File: src/rtl/ddr_burst_master.sv
`default_nettype none
// ---------------------------------------------------------------------------
// ddr_burst_master: 64-bit DDR burst initiator with a credit-gated read FIFO.
// Revision 1.0
// ---------------------------------------------------------------------------
module ddr_burst_master #(
  parameter int FifoDepth = 32,
  parameter int LenWidth  = 16
) (
  input  logic                clk_i,
  input  logic                rst_i,
  input  logic                cmd_valid_i,
  output logic                cmd_ready_o,
  input  logic                cmd_write_i,
  input  logic [31:0]         cmd_addr_i,
  input  logic [LenWidth-1:0] cmd_len_i,
  input  logic                wr_valid_i,
  output logic                wr_ready_o,
  input  logic [63:0]         wr_data_i,
  input  logic [7:0]          wr_strb_i,
  output logic                rd_valid_o,
  input  logic                rd_ready_i,
  output logic [63:0]         rd_data_o,
  output logic                rd_last_o,
  output logic [31:0]         mem_addr_o,
  output logic [63:0]         mem_data_o,
  output logic                mem_write_en_o,
  output logic                mem_read_en_o,
  output logic [7:0]          mem_byte_en_o,
  input  logic [63:0]         mem_data_i,
  input  logic                mem_data_valid_i,
  output logic                busy_o,
  output logic                done_o,
  output logic                err_o
);

  localparam int PtrW = $clog2(FifoDepth);
  localparam int CntW = PtrW + 1;
  localparam logic [CntW:0] CreditMax = (CntW+1)'(FifoDepth);

  typedef enum logic [2:0] {
    S_IDLE  = 3'd0,
    S_WRITE = 3'd1,
    S_READ  = 3'd2,
    S_DRAIN = 3'd3,
    S_DONE  = 3'd4
  } state_e;

  state_e              state_q, state_d;
  logic [31:0]         addr_q, addr_d;
  logic [LenWidth-1:0] rem_q, rem_d;
  logic [LenWidth-1:0] len_q, len_d;
  logic [LenWidth-1:0] popped_q, popped_d;
  logic                err_q, err_d;
  logic [CntW-1:0]     outst_q, outst_d;
  logic [CntW-1:0]     count_q, count_d;
  logic [PtrW-1:0]     wptr_q, rptr_q;
  logic [63:0]         fifo_mem [FifoDepth];

  logic [31:0]         mem_addr_q, mem_addr_d;
  logic [63:0]         mem_data_q, mem_data_d;
  logic                mem_we_q, mem_we_d;
  logic                mem_re_q, mem_re_d;
  logic [7:0]          mem_be_q, mem_be_d;

  logic                wr_hs, issue, push, pop;
  logic [CntW:0]       credit_used;

  // A read may only be issued if its return is guaranteed a FIFO slot.
  assign credit_used = {1'b0, outst_q} + {1'b0, count_q};
  assign issue       = (state_q == S_READ) && (rem_q != '0) && (credit_used < CreditMax);
  assign push        = mem_data_valid_i && (outst_q != '0);
  assign pop         = rd_valid_o && rd_ready_i;
  assign wr_hs       = wr_valid_i && wr_ready_o;

  assign cmd_ready_o    = (state_q == S_IDLE);
  assign wr_ready_o     = (state_q == S_WRITE) && (rem_q != '0);
  assign busy_o         = (state_q != S_IDLE);
  assign done_o         = (state_q == S_DONE);
  assign err_o          = done_o && err_q;
  assign rd_valid_o     = (count_q != '0);
  assign rd_data_o      = rd_valid_o ? fifo_mem[rptr_q] : '0;
  assign rd_last_o      = rd_valid_o && (popped_q == len_q - LenWidth'(1));
  assign mem_addr_o     = mem_addr_q;
  assign mem_data_o     = mem_data_q;
  assign mem_write_en_o = mem_we_q;
  assign mem_read_en_o  = mem_re_q;
  assign mem_byte_en_o  = mem_be_q;

  always_comb begin
    state_d    = state_q;
    addr_d     = addr_q;
    rem_d      = rem_q;
    len_d      = len_q;
    err_d      = err_q;
    popped_d   = popped_q;
    mem_addr_d = mem_addr_q;
    mem_data_d = mem_data_q;
    mem_we_d   = 1'b0;
    mem_re_d   = 1'b0;
    mem_be_d   = 8'h00;

    if (pop) popped_d = popped_q + LenWidth'(1);

    unique case (state_q)
      S_IDLE: begin
        if (cmd_valid_i) begin
          addr_d   = cmd_addr_i;
          len_d    = cmd_len_i;
          rem_d    = cmd_len_i;
          popped_d = '0;
          err_d    = (cmd_addr_i[2:0] != 3'b000);
          if (err_d || (cmd_len_i == '0)) state_d = S_DONE;
          else                            state_d = cmd_write_i ? S_WRITE : S_READ;
        end
      end
      S_WRITE: begin
        if (wr_hs) begin
          mem_we_d   = 1'b1;
          mem_addr_d = addr_q;
          mem_data_d = wr_data_i;
          mem_be_d   = wr_strb_i;
          addr_d     = addr_q + 32'd8;
          rem_d      = rem_q - LenWidth'(1);
          if (rem_q == LenWidth'(1)) state_d = S_DONE;
        end
      end
      S_READ: begin
        if (issue) begin
          mem_re_d   = 1'b1;
          mem_addr_d = addr_q;
          mem_be_d   = 8'hFF;
          addr_d     = addr_q + 32'd8;
          rem_d      = rem_q - LenWidth'(1);
          if (rem_q == LenWidth'(1)) state_d = S_DRAIN;
        end
      end
      S_DRAIN: begin
        if (pop && rd_last_o) state_d = S_DONE;
      end
      S_DONE:  state_d = S_IDLE;
      default: state_d = S_IDLE;
    endcase
  end

  always_comb begin
    outst_d = outst_q;
    count_d = count_q;
    if (issue && !push)      outst_d = outst_q + CntW'(1);
    else if (!issue && push) outst_d = outst_q - CntW'(1);
    if (push && !pop)        count_d = count_q + CntW'(1);
    else if (!push && pop)   count_d = count_q - CntW'(1);
  end

  always_ff @(posedge clk_i or posedge rst_i) begin
    if (rst_i) begin
      state_q    <= S_IDLE;
      addr_q     <= '0;
      rem_q      <= '0;
      len_q      <= '0;
      popped_q   <= '0;
      err_q      <= 1'b0;
      outst_q    <= '0;
      count_q    <= '0;
      wptr_q     <= '0;
      rptr_q     <= '0;
      mem_addr_q <= '0;
      mem_data_q <= '0;
      mem_we_q   <= 1'b0;
      mem_re_q   <= 1'b0;
      mem_be_q   <= '0;
    end else begin
      state_q    <= state_d;
      addr_q     <= addr_d;
      rem_q      <= rem_d;
      len_q      <= len_d;
      popped_q   <= popped_d;
      err_q      <= err_d;
      outst_q    <= outst_d;
      count_q    <= count_d;
      mem_addr_q <= mem_addr_d;
      mem_data_q <= mem_data_d;
      mem_we_q   <= mem_we_d;
      mem_re_q   <= mem_re_d;
      mem_be_q   <= mem_be_d;
      if (push) wptr_q <= wptr_q + PtrW'(1);
      if (pop)  rptr_q <= rptr_q + PtrW'(1);
    end
  end

  // Storage needs no reset: the pointers and count define what is valid.
  always_ff @(posedge clk_i) begin
    if (push) fifo_mem[wptr_q] <= mem_data_i;
  end

endmodule
`default_nettype wire

File: config.mk
export PLATFORM = sky130hd
export DESIGN_NAME = ddr_burst_master
export DESIGN_NICKNAME = d
export VERILOG_FILES = /design/src/rtl/ddr_burst_master.sv
export SDC_FILE = /design/constraint.sdc
export NUM_CORES = 2
export LEC_CHECK = 0
export ABC_CLOCK_PERIOD_IN_PS = 11900
export CELL_PAD_IN_SITES_DETAIL_PLACEMENT = 2
export CELL_PAD_IN_SITES_GLOBAL_PLACEMENT = 2
export CORE_ASPECT_RATIO = 0.7
export CORE_MARGIN = 4
export CORE_UTILIZATION = 44
export DETAILED_ROUTE_END_ITERATION = 16
export PLACE_DENSITY_LB_ADDON = 0.1
export SYNTH_ARGS = -nofsm -noshare
export SYNTH_HDL_FRONTEND = slang
export SYNTH_SLANG_ARGS = --single-unit
File: constraint.sdc
create_clock -name clk_i -period 11.9 [get_ports clk_i]
set_input_delay 3.57 -clock clk_i [delete_from_list [all_inputs] [get_ports clk_i]]
set_output_delay 3.57 -clock clk_i [all_outputs]
set_load 0.03 [all_outputs]
Word-level counts from Yosys, hierarchy flattened
Memories as Yosys holds them, arrays and structs flattened.
Index checks and enable logic that the tools add are counted.
Operators by class
  add/subtract/negate cells: 11
  magnitude comparators: 1
  equal/unequal tests: 12
  multiplexer cells: 37
  reduce and logical (&&, ||, !) cells: 33
Operators by type and width (count)
  32-bit two-way mux: 5
  16-bit two-way mux: 6
  32-bit one-hot mux with 3 select lines: 1
  64-bit two-way mux: 1
  32-bit one-hot mux with 2 select lines: 1
  16-bit one-hot mux with 3 select lines: 1
  32-bit by 4-bit adder with 32-bit output (second input constant): 1
  16-bit by 1-bit subtractor with 16-bit output (second input constant): 2
  6-bit two-way mux: 4
  3-bit two-way mux: 7
  16-bit by 1-bit adder with 16-bit output (second input constant): 1
  16-bit by 1-bit == test with 1-bit output (second input constant): 1
  16-bit == test: 1
  16-bit logical NOT: 1
  8-bit two-way mux: 2
  8-bit one-hot mux with 2 select lines: 1
  16-bit nonzero test: 1
  1-bit logical AND: 13
  6-bit by 1-bit adder with 6-bit output (second input constant): 2
  3-bit one-hot mux with 4 select lines: 1
  6-bit nonzero test: 2
  6-bit by 1-bit subtractor with 6-bit output (second input constant): 2
  5-bit by 1-bit adder with 5-bit output (second input constant): 2
  3-bit nonzero test: 3
  17 further kinds: 32
Storage, ports and cells
  bits in registers: 212
  memory bits (writable): 2048
  memories kept: 1
Memories
  fifo_mem: words 32, bits a word 64, read ports 1, clocked after Yosys merged registers in 0, write ports 1, line 58  | logic [63:0] fifo_mem [FifoDepth];

Depth between registers and ports, before layout
  depth in word-level cells: 7
  depth in mapped cells: 16
  mapped depth without buffers: 15

Least setup slack after synthesis
No wires, ideal clock.
  kind: input port to flip-flop
  start: input mem_data_valid_i
  end: memory fifo_mem[31][0], enable pin
  arrival: 6976 ps
  required time: 11413 ps
  slack: 4437 ps
  stages on the path: 5
  buffers on the path: 2
  cell sequence: o31a_1 > clkbuf_1 > nand2_1 > clkbuf_1 > nor2_1
Between the ends
  cells in the longest elaborated chain, start to end: 3
Ends and longest elaborated chain
  from (decl): line 31  | input logic mem_data_valid_i,
  1-bit logical AND: line 72  | assign push = mem_data_valid_i && (outst_q != '0);
  net push: line 66  | logic wr_hs, issue, push, pop;
  1-bit two-way mux: line 193  | if (push) fifo_mem[wptr_q] <= mem_data_i;
  1-bit two-way mux (not written as such): line 193
  to (decl): line 58
The timed path passes the listed nets, and every way through them passes these cells.

Worst setup path after layout
  start: register rptr_q[0]
  end: output rd_data_o[8]
Between the ends
  cells in the longest elaborated chain, start to end: 2
Ends and longest elaborated chain
  from (decl): line 57  | logic [PtrW-1:0] wptr_q, rptr_q;
  from (signal assigned): line 187  | if (pop) rptr_q <= rptr_q + PtrW'(1);
  memory 32 x 64 bit
  64-bit two-way mux: line 82  | assign rd_data_o = rd_valid_o ? fifo_mem[rptr_q] : '0;
  to (decl): line 23  | output logic [63:0] rd_data_o,
No other way between the ends.

==> impl_metrics.json <==
{
  "clock-root-buffer": "clkbuf_16",
  "largest_net_degree_at_the_start_of_global_routing": 134,
  "finish.instance_area_mm2": 0.102,
  "worst_setup_hold_path_clk_slew_ps": 60,
  "antenna_found_initial": 15,
  "core-area_mm2": 0.199,
  "die-height_um": 382,
  "yosysUniqueCellTypes": 68,
  "worst_setup_path_start_kind": "flop",
  "r2r-start": "outst_q[0]",
  "gr-total-overflow": 0,
  "initial_utilization": 0.442,
  "groute.usage.overall": 0.271,
  "drt_iter0_markers": 5821,
  "cts_hold_buffers": 0,
  "ys_dominant_reg_cell": "edfxtp_1",
  "syn_avg_cell_area_um2": 22.1,
  "layout_cells_sized_above_1": 0.261,
  "timing.final.setup_violations": 0,
  "antenna_left": 0,
  "clock_h_tree_levels": 4,
  "fin_setup_tns_ps": 0,
  "timing.final.max_slew_violations": 0,
  "first_pass_iters": 6,
  "cts_sink_count": 2260,
  "clock_insertion_delay_at_the_later_pin_of_the_skew_report_ps": 880,
  "synthesis.instances": 3978,
  "syn_area_mm2": 0.0880,
  "maxCapViolCount": 0,
  "die_width_um": 542,
  "final_period_minus_worst_setup_slack_ps": 9050,
  "setup_repair_after_global_routing_missed_its_margin": "false",
  "placedInstanceArea_mm2": 0.0952,
  "synth-edff-count": 2048,
  "crit_path_max_fanout": 44,
  "seq_area_frac_synth": 0.759,
  "hold_viol_final": 0,
  "finalCritPeriodShare": 0.761,
  "ctsLongestPathBuffers": 4,
  "totalWireLength_mm": 280,
  "design.die.area_mm2": 0.207,
  "ir_worst_vdd_v": 0.000258,
  "post-cts-setup-buffers": 0,
  "cp_data_arrival_time_ps": 5480,
  "ioPinCount": 368,
  "detailedPlacementHpwl_mm": 147,
  "yosys-top-cells-count": "2,048 x edfxtp_1, 640 x mux4_2, 212 x dfrtp_1, 148 x nor2_1, 117 x clkbuf_1",
  "routed_via_density": 6.20,
  "via_count": 45048,
  "clock.fmax_ghz": 0.110,
  "synth_seq_cells": 2260,
  "synth_top_area_cell": "edfxtp_1",
  "final.setup_skew_ps": 53.9,
  "yosys_top_cell_area_share": 0.699,
  "placementRows": 137,
  "rd_place_congestion": 0.727,
  "startpoint": "rptr_q[0]",
  "cts-buffers-inserted": 224,
  "powerDensity_mw_per_mm2": 252,
  "outcome": "complete, no violations",
  "synth_area_leaders": "edfxtp_1 70%, mux4_2 16%, dfrtp_1 6.0%, mux2_2 1.4%, mux2i_1 0.76%",
  "p_leak_uw": 0.0326,
  "area_growth_pct": 16.1,
  "synth-async-reset-ratio": 0.0938,
  "actual_transition_at_the_worst_max_transition_pin_ps": 1420,
  "ctsResizeCount": 0,
  "yosys.cell_count.top_type": "edfxtp_1",
  "post_drt_wl_per_cell_um": 38.6,
  "crit_path_capture_type": "output pin",
  "grt_pass1_vias": 48506,
  "min-delay-start": "mem_addr_o[26]",
  "clock_tree_from_tritoncts": "yes",
  "grt_first_pass_wirelength_mm": 398,
  "mappedNetlistNets": 4196,
  "buffer_ports.inserted": 367,
  "detail_route.drc_violations": 0,
  "critical_path_required_ps": 8330,
  "worst_slew_margin_rel": 0.0508,
  "path_class": "flop to output pin",
  "min-delay-path-class": "flop to flop",
  "num-nets-final": 4663,
  "yosys_warnings": 0
}
path summary, 6_finish.rpt:
kind | to | slack (ps) | cells after the start
min | mem_addr_o[26] | 490 | 2
min in group asynchronous | mem_data_o[17] | 3190 | 2
max | rd_data_o[8] | 2850 | 7
min reg2reg | mem_addr_o[26] | 490 | 2
max in group asynchronous | rptr_q[0] | 7390 | 3
max reg2reg | fifo_mem[11][28] | 7590 | 6
cell families (layout without fill, tap and decap cells):
| kind of cell | Yosys count | in the layout | synth area share |
|---|---|---|---|
| DFF | 2260 | 2260 | 0.759 |
| xor gates and xnor gates | 52 | 52 | 0.00518 |
| muxes | 818 | 818 | 0.186 |
| adders and majority gates | 27 | 27 | 0.00401 |
| other | 0 | 5 | 0 |
| and+or+nand+nor | 367 | 367 | 0.0199 |
| buffers and inverters | 233 | 877 | 0.0113 |
| AOI/OAI and AO/OA | 221 | 221 | 0.0146 |
cell usage in the layout, fill, tap and decap left out, types with 18 or more instances in the layout:
cell             instances
a21oi_1                 84
buf_4                   69
bufinv_16               19
clkbuf_1                52
clkbuf_16              226
clkdlybuf4s50_1        364
clkinv_1                45
clkinv_2                42
dfrtp_1                207
edfxtp_1              2048
ha_1                    25
inv_1                   18
mux2_2                 111
mux2i_1                 67
mux4_2                 640
nand2_1                 74
nand3_1                 35
nand4_1                 18
nor2_1                 115
nor2_4                  33
o21ai_0                 66
xnor2_1                 35
power breakdown:
part | leakage [µW] | internal (µW) | switching, µW
Combinational | 0.00817 | 3810 | 4800
Clock | 0.00341 | 3900 | 3130
Sequential | 0.0210 | 9430 | 632
through the flow:
stage                     hold slack [ps]  power, µW  worst slack, ps  cells   util
final                                 487      25700             2850   7268  0.513
after global routing                  514      26700             2550   7264  0.513
after CTS                             492      26000             2670   7263  0.513
after detailed placement              478      18900             3690   6860  0.478
after global placement                474      18600             3710   6860  0.478
after floorplan                       467      15500             2540   3978      -
registers in the layout, indices dropped and copies added (netlist names):
| name | cells |
|---|---|
| wptr_q | 5 |
| err_q | 1 |
| state_q | 3 |
| popped_q | 16 |
| fifo_mem | 2048 |
| outst_q | 6 |
| mem_data_o | 64 |
| count_q | 6 |
| mem_addr_o | 32 |
| rem_q | 16 |
| addr_q | 32 |
| mem_byte_en_o | 8 |
| rptr_q | 5 |
| len_q | 16 |
| mem_read_en_o | 1 |
| mem_write_en_o | 1 |
layout make-up:
class	instances	area (µm²)
multi-input combinational	1485	20500
inverter	21	86.3
clock buffer	280	5880
clock inverter	123	1110
timing repair buffer	453	4520
tap	2641	3300
antenna	5	12.5
sequential	2260	66800
fill	17031	96800
routing by layer:
layer	routed length [µm]	share of wire	GRT usage	vias up
met3	17200	0.061	0.0371	380
met1	116000	0.42	0.387	25211
met4	6140	0.022	0.0596	4
met2	141000	0.50	0.447	1847
li1	-	-	-	17606
met5	27	0.000096	0	-
critical path, stage by stage, from the launching register on:
cell and delay [ps]:
dfrtp_4 1070, buf_4 650, buf_4 660, mux4_2 610
mux4_2 500, mux2i_1 280, nor2_1 110, clkdlybuf4s50_1 650
(Power assumes the default switching activity.)
